===== src/rtl/uart_pkg.sv =====
// uart_pkg: shared encodings, FSM state type and timing helpers for the UART TX path.
package uart_pkg;

   // Parity mode encodings for the PARITY parameter.
   localparam int unsigned PAR_NONE = 0;
   localparam int unsigned PAR_ODD  = 1;
   localparam int unsigned PAR_EVEN = 2;

   // Transmitter frame states.
   typedef enum logic [2:0] {
      StIdle,
      StStart,
      StData,
      StPar,
      StStop
   } txState_t;

   // Clock cycles per bit period (integer truncation).
   function automatic int unsigned calcBitCycles(input int unsigned clkHz,
                                                 input int unsigned baud);
      return clkHz / baud;
   endfunction

   // Width of a counter that runs 0 .. cycles-1.
   function automatic int unsigned calcTimerWidth(input int unsigned cycles);
      return (cycles <= 2) ? 1 : $clog2(cycles);
   endfunction

endpackage


===== src/rtl/uart_tx_fifo.sv =====
// uart_tx_fifo: single-clock synchronous FIFO holding words waiting to be framed.
// A write while full is refused even if a read happens on the same edge.
module uart_tx_fifo #(
   parameter int unsigned WIDTH = 8,
   parameter int unsigned DEPTH = 16
) (
   input  logic                       CLK,
   input  logic                       RST_N,
   input  logic                       push,
   input  logic [WIDTH-1:0]           pushData,
   input  logic                       pop,
   output logic [WIDTH-1:0]           popData,
   output logic                       full,
   output logic                       empty,
   output logic [$clog2(DEPTH+1)-1:0] count
);

   localparam int unsigned PtrW = $clog2(DEPTH);
   localparam int unsigned CntW = $clog2(DEPTH + 1);
   localparam logic [CntW-1:0] FullCount = CntW'(DEPTH);

   logic [WIDTH-1:0] mem [DEPTH];
   logic [PtrW-1:0]  wrPtrQ;
   logic [PtrW-1:0]  rdPtrQ;
   logic [CntW-1:0]  countQ;
   logic             doPush;
   logic             doPop;

   assign full    = (countQ == FullCount);
   assign empty   = (countQ == '0);
   assign count   = countQ;
   assign popData = mem[rdPtrQ];
   assign doPush  = push && !full;
   assign doPop   = pop && !empty;

   // Pointer and occupancy bookkeeping; reset flushes the queue.
   always_ff @(posedge CLK or negedge RST_N) begin
      if (!RST_N) begin
         wrPtrQ <= '0;
         rdPtrQ <= '0;
         countQ <= '0;
      end else begin
         if (doPush) begin
            wrPtrQ <= wrPtrQ + PtrW'(1);
         end
         if (doPop) begin
            rdPtrQ <= rdPtrQ + PtrW'(1);
         end
         if (doPush && !doPop) begin
            countQ <= countQ + CntW'(1);
         end else if (doPop && !doPush) begin
            countQ <= countQ - CntW'(1);
         end
      end
   end

   // Storage array; entries are only read after being written, so no reset.
   always_ff @(posedge CLK) begin
      if (doPush) begin
         mem[wrPtrQ] <= pushData;
      end
   end

endmodule


===== src/rtl/uart_tx_fifo_ctrl.sv =====
// uart_tx_fifo_ctrl: UART transmitter with a built-in TX FIFO. Frames are
// start / DATA_BITS LSB-first / optional parity / STOP_BITS stop, each bit
// held for CLK_HZ/BAUD cycles. Frames run back-to-back while words are queued.
module uart_tx_fifo_ctrl
   import uart_pkg::*;
#(
   parameter int unsigned CLK_HZ     = 100_000_000,
   parameter int unsigned BAUD       = 9600,
   parameter int unsigned DATA_BITS  = 8,
   parameter int unsigned PARITY     = 0,
   parameter int unsigned STOP_BITS  = 1,
   parameter int unsigned FIFO_DEPTH = 16
) (
   input  logic                            CLK,
   input  logic                            RST_N,
   input  logic                            SEND,
   input  logic [DATA_BITS-1:0]            DATA,
   output logic                            READY,
   output logic                            BUSY,
   output logic [$clog2(FIFO_DEPTH+1)-1:0] FIFO_COUNT,
   output logic                            DROP,
   output logic                            UART_TX
);

   localparam int unsigned BitCycles = calcBitCycles(CLK_HZ, BAUD);
   localparam int unsigned TimerW    = calcTimerWidth(BitCycles);
   localparam int unsigned IdxW      = $clog2(DATA_BITS);
   localparam int unsigned CntW      = $clog2(FIFO_DEPTH + 1);

   localparam logic [TimerW-1:0] LastTick = TimerW'(BitCycles - 1);
   localparam logic [IdxW-1:0]   LastData = IdxW'(DATA_BITS - 1);
   localparam logic [IdxW-1:0]   LastStop = IdxW'(STOP_BITS - 1);

   txState_t             stateQ, stateD;
   logic [TimerW-1:0]    timerQ, timerD;
   logic [IdxW-1:0]      bitIdxQ, bitIdxD;
   logic [DATA_BITS-1:0] shiftQ, shiftD;
   logic                 parBitQ, parBitD;
   logic                 txQ, txD;
   logic                 dropQ;

   logic                 bitEnd;
   logic                 loadFrame;
   logic                 fifoPop;
   logic [DATA_BITS-1:0] fifoData;
   logic                 fifoFull;
   logic                 fifoEmpty;
   logic [CntW-1:0]      fifoCount;
   logic                 newParity;

   uart_tx_fifo #(
      .WIDTH (DATA_BITS),
      .DEPTH (FIFO_DEPTH)
   ) uFifo (
      .CLK      (CLK),
      .RST_N    (RST_N),
      .push     (SEND),
      .pushData (DATA),
      .pop      (fifoPop),
      .popData  (fifoData),
      .full     (fifoFull),
      .empty    (fifoEmpty),
      .count    (fifoCount)
   );

   assign bitEnd     = (timerQ == LastTick);
   assign newParity  = (PARITY == PAR_EVEN) ? (^fifoData) : ~(^fifoData);

   assign READY      = !fifoFull;
   assign BUSY       = (stateQ != StIdle);
   assign FIFO_COUNT = fifoCount;
   assign DROP       = dropQ;
   assign UART_TX    = txQ;

   // State, timer, shifter and line registers; reset forces the line idle-high.
   always_ff @(posedge CLK or negedge RST_N) begin
      if (!RST_N) begin
         stateQ  <= StIdle;
         timerQ  <= '0;
         bitIdxQ <= '0;
         shiftQ  <= '0;
         parBitQ <= 1'b0;
         txQ     <= 1'b1;
         dropQ   <= 1'b0;
      end else begin
         stateQ  <= stateD;
         timerQ  <= timerD;
         bitIdxQ <= bitIdxD;
         shiftQ  <= shiftD;
         parBitQ <= parBitD;
         txQ     <= txD;
         dropQ   <= SEND && fifoFull;
      end
   end

   // Next-state logic; txD is the value the line takes after this edge.
   always_comb begin
      stateD    = stateQ;
      timerD    = timerQ;
      bitIdxD   = bitIdxQ;
      shiftD    = shiftQ;
      parBitD   = parBitQ;
      txD       = txQ;
      loadFrame = 1'b0;
      fifoPop   = 1'b0;

      if (stateQ != StIdle) begin
         timerD = bitEnd ? '0 : timerQ + TimerW'(1);
      end

      unique case (stateQ)
         StIdle: begin
            timerD = '0;
            txD    = 1'b1;
            if (!fifoEmpty) begin
               loadFrame = 1'b1;
            end
         end
         StStart: begin
            if (bitEnd) begin
               stateD  = StData;
               bitIdxD = '0;
               txD     = shiftQ[0];
            end
         end
         StData: begin
            if (bitEnd) begin
               if (bitIdxQ == LastData) begin
                  bitIdxD = '0;
                  if (PARITY != PAR_NONE) begin
                     stateD = StPar;
                     txD    = parBitQ;
                  end else begin
                     stateD = StStop;
                     txD    = 1'b1;
                  end
               end else begin
                  bitIdxD = bitIdxQ + IdxW'(1);
                  shiftD  = shiftQ >> 1;
                  txD     = shiftQ[1];
               end
            end
         end
         StPar: begin
            if (bitEnd) begin
               stateD  = StStop;
               bitIdxD = '0;
               txD     = 1'b1;
            end
         end
         StStop: begin
            if (bitEnd) begin
               if (bitIdxQ == LastStop) begin
                  // Chain straight into the next frame when a word is waiting.
                  if (!fifoEmpty) begin
                     loadFrame = 1'b1;
                  end else begin
                     stateD = StIdle;
                     txD    = 1'b1;
                  end
               end else begin
                  bitIdxD = bitIdxQ + IdxW'(1);
               end
            end
         end
         default: begin
            stateD = StIdle;
            txD    = 1'b1;
         end
      endcase

      if (loadFrame) begin
         fifoPop = 1'b1;
         shiftD  = fifoData;
         parBitD = newParity;
         bitIdxD = '0;
         timerD  = '0;
         stateD  = StStart;
         txD     = 1'b0;
      end
   end

endmodule


===== config.mk =====
export PLATFORM = sky130hd
export DESIGN_NAME = uart_tx_fifo_ctrl
export DESIGN_NICKNAME = d
export VERILOG_FILES = /design/src/rtl/uart_pkg.sv /design/src/rtl/uart_tx_fifo.sv /design/src/rtl/uart_tx_fifo_ctrl.sv
export SDC_FILE = /design/constraint.sdc
export NUM_CORES = 1
export LEC_CHECK = 0
export CAP_MARGIN = 20
export CORE_MARGIN = 4
export CORE_UTILIZATION = 25
export DETAILED_ROUTE_END_ITERATION = 6
export PLACE_DENSITY = 0.5
export SYNTH_ARGS = -nofsm -noshare
export SYNTH_HDL_FRONTEND = slang
export SYNTH_SLANG_ARGS = --single-unit

===== constraint.sdc =====
create_clock -name CLK -period 4.86 [get_ports CLK]
set_input_delay 1.458 -clock CLK [delete_from_list [all_inputs] [get_ports CLK]]
set_output_delay 1.458 -clock CLK [all_outputs]
set_load 0.01 [all_outputs]

Word level (Yosys, flattened, before mapping)

Memories as Yosys holds them, arrays and structs flattened.
Cells that the tools add are included.

Output and inout bits: 9
RAM bits: 128
Word-level logic and storage cells: 99
Memories: 1
Flip-flop bits (word level): 43
Input port bits: 11

Mux-type cells: 42
Equal/unequal tests: 18
Add/subtract/negate cells: 6
Reduce and logical (&&, ||, !) cells: 23

Memory list:

| memory    | words | width | read ports | clocked after Yosys merged registers in | write ports | line               | RTL |
|---|---|---|---|---|---|---|---|
| uFifo.mem | 16    | 8     | 1          | 0                                       | 1           | uart_tx_fifo.sv:22 | `logic [WIDTH-1:0] mem [DEPTH];` |

Operator list:

| cell                    | count |
|---|---|
| $mux W14                | 4 |
| $mux W3                 | 14 |
| $mux W8                 | 4 |
| $ne A3 B3 Y1 const B    | 8 |
| $pmux W3 S5             | 1 |
| $add A14 B1 Y14 const B | 1 |
| $eq A14 B14 Y1 const B  | 1 |
| $mux W1                 | 14 |
| $mux W5                 | 2 |
| $pmux W3 S3             | 1 |
| $add A4 B1 Y4 const B   | 2 |
| $reduce_and A8 Y1       | 1 |
| $eq A3 B2 Y1 const B    | 2 |
| $eq A3 B3 Y1 const B    | 2 |
| $logic_not A3 Y1        | 2 |
| $reduce_and A6 Y1       | 1 |
| $reduce_bool A2 Y1      | 3 |
| $reduce_bool A3 Y1      | 2 |
| $add A5 B1 Y5 const B   | 1 |
| $eq A5 B5 Y1 const B    | 1 |
| $logic_and A1 B1 Y1     | 5 |
| $logic_not A5 Y1        | 1 |
| $reduce_and A5 Y1       | 1 |
| $sub A5 B1 Y5 const B   | 1 |
| other kinds (10)        | 14 |

Longest topological paths before layout

Depth in word-level cells: 10
Gate-level depth with buffers: 15
Gate-level depth less buffers: 14

Modules after synthesis

From an unflattened synthesis, not the netlist that was laid out.

Cells, all modules: 488
Area total of the unflattened synthesis: 7343.3 µm²

Modules (own cells, without submodules):

| module            | sequential area each (µm²) | instances | cells each | area an instance (µm²) |
|---|---|---|---|---|
| uart_tx_fifo      | 4169.0                     | 1         | 322        | 5770.5 |
| uart_tx_fifo_ctrl | 752.0                      | 1         | 166        | 1572.8 |

Worst setup path before layout

OpenSTA, ideal clock, no wires.

Path type: in2reg
From: in SEND
To: reg uFifo.countQ[4] (netlist: uFifo.count[4])
Slack: 1.603 ns
Arrival time: 3.178 ns
Stages: 10
Required time: 4.781 ns
Cells stage by stage: and2_1 buf_2 ha_1 inv_1 ha_1 nor2b_1 o21a_1 or3_1 a21oi_1 xor2_1

Longest elaborated chain between the ends: 4
Elaborated cells on any way between the ends: 6

RTL lines:

| item                         | line                    | RTL |
|---|---|---|
| start: declaration           | uart_tx_fifo_ctrl.sv:16 | `input logic SEND,` |
| $logic_and A1 B1 Y1 (*)      | uart_tx_fifo.sv:33      | `assign doPush = push && !full;` |
| named net uFifo.doPush       | uart_tx_fifo.sv:26      | `logic doPush;` |
| $logic_not A1 Y1             | uart_tx_fifo.sv:51      | `end else if (doPop && !doPush) begin` |
| $logic_and A1 B1 Y1          | uart_tx_fifo.sv:51      |  |
| $reduce_bool A2 Y1 (no line) | n/a                     |  |
| end signal: assignment       | uart_tx_fifo.sv:50      | `countQ <= countQ + CntW'(1);` |
| end signal: assignment       | uart_tx_fifo.sv:52      | `countQ <= countQ - CntW'(1);` |
| end: declaration             | uart_tx_fifo.sv:25      | `logic [CntW-1:0] countQ;` |

The timed path passes the listed nets; every way through them passes the cells marked *.
A chain may end at the register's enable or synchronous reset.

Worst setup path in the final report

From: in SEND
To: reg uFifo.countQ[4] (netlist: uFifo.count[4])

Longest elaborated chain between the ends: 4
Elaborated cells on any way between the ends: 6

RTL lines:

| item                         | line |
|---|---|
| $logic_and A1 B1 Y1 (*)      | uart_tx_fifo.sv:33 |
| $logic_not A1 Y1             | uart_tx_fifo.sv:51 |
| $logic_and A1 B1 Y1          | uart_tx_fifo.sv:51 |
| $reduce_bool A2 Y1 (no line) | n/a |

Mark *: on every way between the ends. The rest lies on a longest branch, timed or not.

==> run_results.csv <==
group,metric,value,unit
run_status,status,"complete, no violations",
logic_synthesis,synthArstFlopShare,25.15,%
floorplan,fp.coreArea,28630,sq um
power,ir_drop,288.1,uV
clock_network,post_cts_buffers,0,
detailed_routing,ant_nets,0,
critical_path,critical_path.endpoint_type,"register",
power,sw_frac_of_total,25.59,%
global_routing,top_usage_layer,"met2",
floorplan,io_pins,20,
critical_path,cp.arrival,3.90,ns
clock_network,cts_max_path_buffers,2,
placement,pre_cts_ws,0.8672,ns
timing,grt_setup_unrepaired,"no",
global_routing,grt_pass1_vias,4031,
finish,fin_nets,502,
placement,gp_congestion,0.7454,
floorplan,rows,62,
global_routing,grt_util_met3,2.883,%
global_routing,antenna_found_initial,0,
timing,period_share,73.28,%
logic_synthesis,synth_top_area_cell,"edfxtp_1",
clock_network,cts_sinks,171,
critical_path,path_class,"primary input to register",
placement,portBuffers,19,
detailed_routing,first_pass_iters,7,
timing,finalWorstSetupSlack,1.299,ns
clock_network,clkSlewWorstSetupHoldPaths,0.07,ns
logic_synthesis,ys_ff_latch,171,
timing,fin_worst_skew,0.01326,ns
placement,dpl-instance-area,7853,sq um
power,power_density,432.1,nW/um^2
detailed_routing,viasPerCell,4.380,
clock_network,cts-buffers-inserted,17,
power,intPower,2.733,mW
detailed_routing,wl_per_cell,16.51,um
floorplan,die_w,178.3,um
power,power_frac_comb,11.7,%
finish,diodes,0,
global_routing,grt.total_usage,9.607,%
finish,area_growth,17.24,%
critical_path,cp.required,5.20,ns
timing,tightest_slew,0.8740,ns
logic_synthesis,synthTopCellsByCount,"128 x edfxtp_1, 42 x dfrtp_1, 34 x nor2_1",
detailed_routing,drcViolationCount,0,
timing,setup_viol,0,
global_routing,grt_max_degree,44,
logic_synthesis,synth_edf_count,128,
clock_network,cts_resized,0,
logic_synthesis,yosysWarningCount,0,
floorplan,die_area,31800,sq um
timing,slew_viol_final,0,
finish,drive_gt1_share,18.00,%
clock_network,h-tree-depth,4,
detailed_routing,routed_wl,14.42,mm
job,maxCapViolations,0,
floorplan,fp.dieH,178.3,um
global_routing,grt_pass1_wl,22.91,mm
hold_path,hold_path.class,"register to register",
logic_synthesis,synth.most_common_cell,"edfxtp_1",
timing,max_freq,280.8,MHz
logic_synthesis,synth_ff_type,"edfxtp_1",
logic_synthesis,syn_avg_cell_area,16.01,sq um
logic_synthesis,synth_area_leaders,"edfxtp_1 53%, dfrtp_1 14%, mux4_2 9.9%",
placement,dp.cells,840,
logic_synthesis,synth_top_area_share,53.00,%
clock_network,hold_buffers,0,
logic_synthesis,ys_types,51,
power,seq_power_share,49.3,%
global_routing,grt_util_met2,15.23,%
clock_network,tritoncts,"done",
finish,final_cell_area,8502,sq um
power,power.switching,940.1,uW
detailed_routing,drtIter0Drc,341,
finish,fin_cells,873,
logic_synthesis,yosysSeqAreaShare,67.86,%
finish,fill_cells,2822,
placement,dpl.hpwl,9.537,mm
clock_network,cts-root-buf,"clkbuf_16",
finish,utilization,29.70,%
timing,tns,0,ns
power,p_clk_share,39.0,%
timing,hold_ws,0.4802,ns
detailed_routing,vias,3824,
global_routing,grt-ovfl-total,0,
logic_synthesis,netlist_area,7252,sq um
logic_synthesis,syn-num-nets,479,
critical_path,crit_path_start_kind,"primary input",
critical_path,regToRegSetupSlack,1.48,ns
logic_synthesis,syn_inst,453,
floorplan,start_util,25.33,%
clock_network,clk_latency,0.43,ns
critical_path,critPathMaxFanout,9,
timing,slew_headroom,41.73,%
power,p_leak,2.953,nW
timing,period_minus_slack,3.561,ns
global_routing,grt_use_met1,12.99,%
timing,final_hold_viol_count,0,
power,finalPower,3.673,mW
cell usage in the layout, fill, tap and decap left out, types with 2 or more instances in the layout:
cell type        instances
inv_6                    5
o21ai_2                  2
mux2i_1                  9
inv_1                    8
and2_1                   4
ha_1                    14
edfxtp_1               128
nand2_1                 24
buf_4                    6
o21ai_0                 18
bufinv_16                3
a21oi_1                  8
inv_8                    3
nor4b_1                  2
mux4_2                  32
or3_1                    3
nor2b_1                  5
xnor2_1                 14
and3_1                   5
nand3_1                 13
xor2_1                   7
dfrtp_1                 40
nor3_1                   8
clkbuf_16               17
o211ai_1                 2
mux2_2                   2
clkinvlp_4               2
dfrtp_2                  2
clkdlybuf4s50_1         18
nand4_1                  5
a22oi_1                 14
nand2b_1                 7
nor2_1                  34
worst max-delay path, cell delays in order:
cell             delay (ns)
clkdlybuf4s50_1        0.47
and2_1                 0.32
ha_1                   0.29
inv_1                  0.11
ha_1                   0.30
nor2b_1                0.14
o21a_1                 0.18
or3_1                  0.30
a21oi_1                0.17
xor2_1                 0.16
layer usage:
metal / up-vias / wire, um
li1: 1775 / -
met1: 1961 / 6700
met2: 82 / 6817
met3: 6 / 789
met4: 0 / 109
met5: - / 0
cells by family (layout without fill, tap and decap cells):
group	Yosys count	in the layout	synth area share, %
DFF	171	171	67.86
xor gates and xnor gates	22	22	2.761
buffers and inverters	31	67	2.088
and+or+nand+nor	121	121	8.730
adders and majority gates	15	15	2.692
muxes	43	43	11.49
AOI/OAI and AO/OA	50	50	4.382
final timing paths:
path,to,cells past startpoint,start
min reg2reg,timerQ[0]$_DFFE_PN0P_,1,timerQ[0]$_DFFE_PN0P_
min,timerQ[0]$_DFFE_PN0P_,1,timerQ[0]$_DFFE_PN0P_
min in group asynchronous,uFifo.count[1]$_DFFE_PN0P_,1,RST_N
max reg2reg,uFifo.count[4]$_DFFE_PN0P_,14,timerQ[0]$_DFFE_PN0P_
max in group asynchronous,UART_TX$_DFFE_PN1P_,2,RST_N
max,uFifo.count[4]$_DFFE_PN0P_,10,SEND
area by class of cell:
cell class                      instances  area, sq um  area share [%]
Multi-Input combinational cell        251         2180           25.64
Clock inverter                         15        203.9           2.399
Inverter                                9        38.79          0.4562
Tap cell                              384        480.5           5.651
Timing Repair Buffer                   26        250.2           2.943
Clock buffer                           17        425.4           5.004
Sequential cell                       171         4923           57.91
state kept, by name, indices dropped and copies added (netlist names):
register and cells:
uFifo.count 5, uFifo.rdPtrQ 4, DROP 1, UART_TX 1, uFifo.mem 128, uFifo.wrPtrQ 4
shiftQ 8, stateQ 3, bitIdxQ 3, timerQ 14
power groups by stage:
stage	combinational, mW	sequential [mW]	clock (mW)
3_3_place_gp	0.420	1.83	0
6_report	0.431	1.81	1.43
2_1_floorplan	0.267	1.81	0
4_1_cts	0.440	1.81	1.47
3_5_place_dp	0.438	1.84	0
5_1_grt	0.480	1.83	1.54
(Power assumes the default switching activity.)
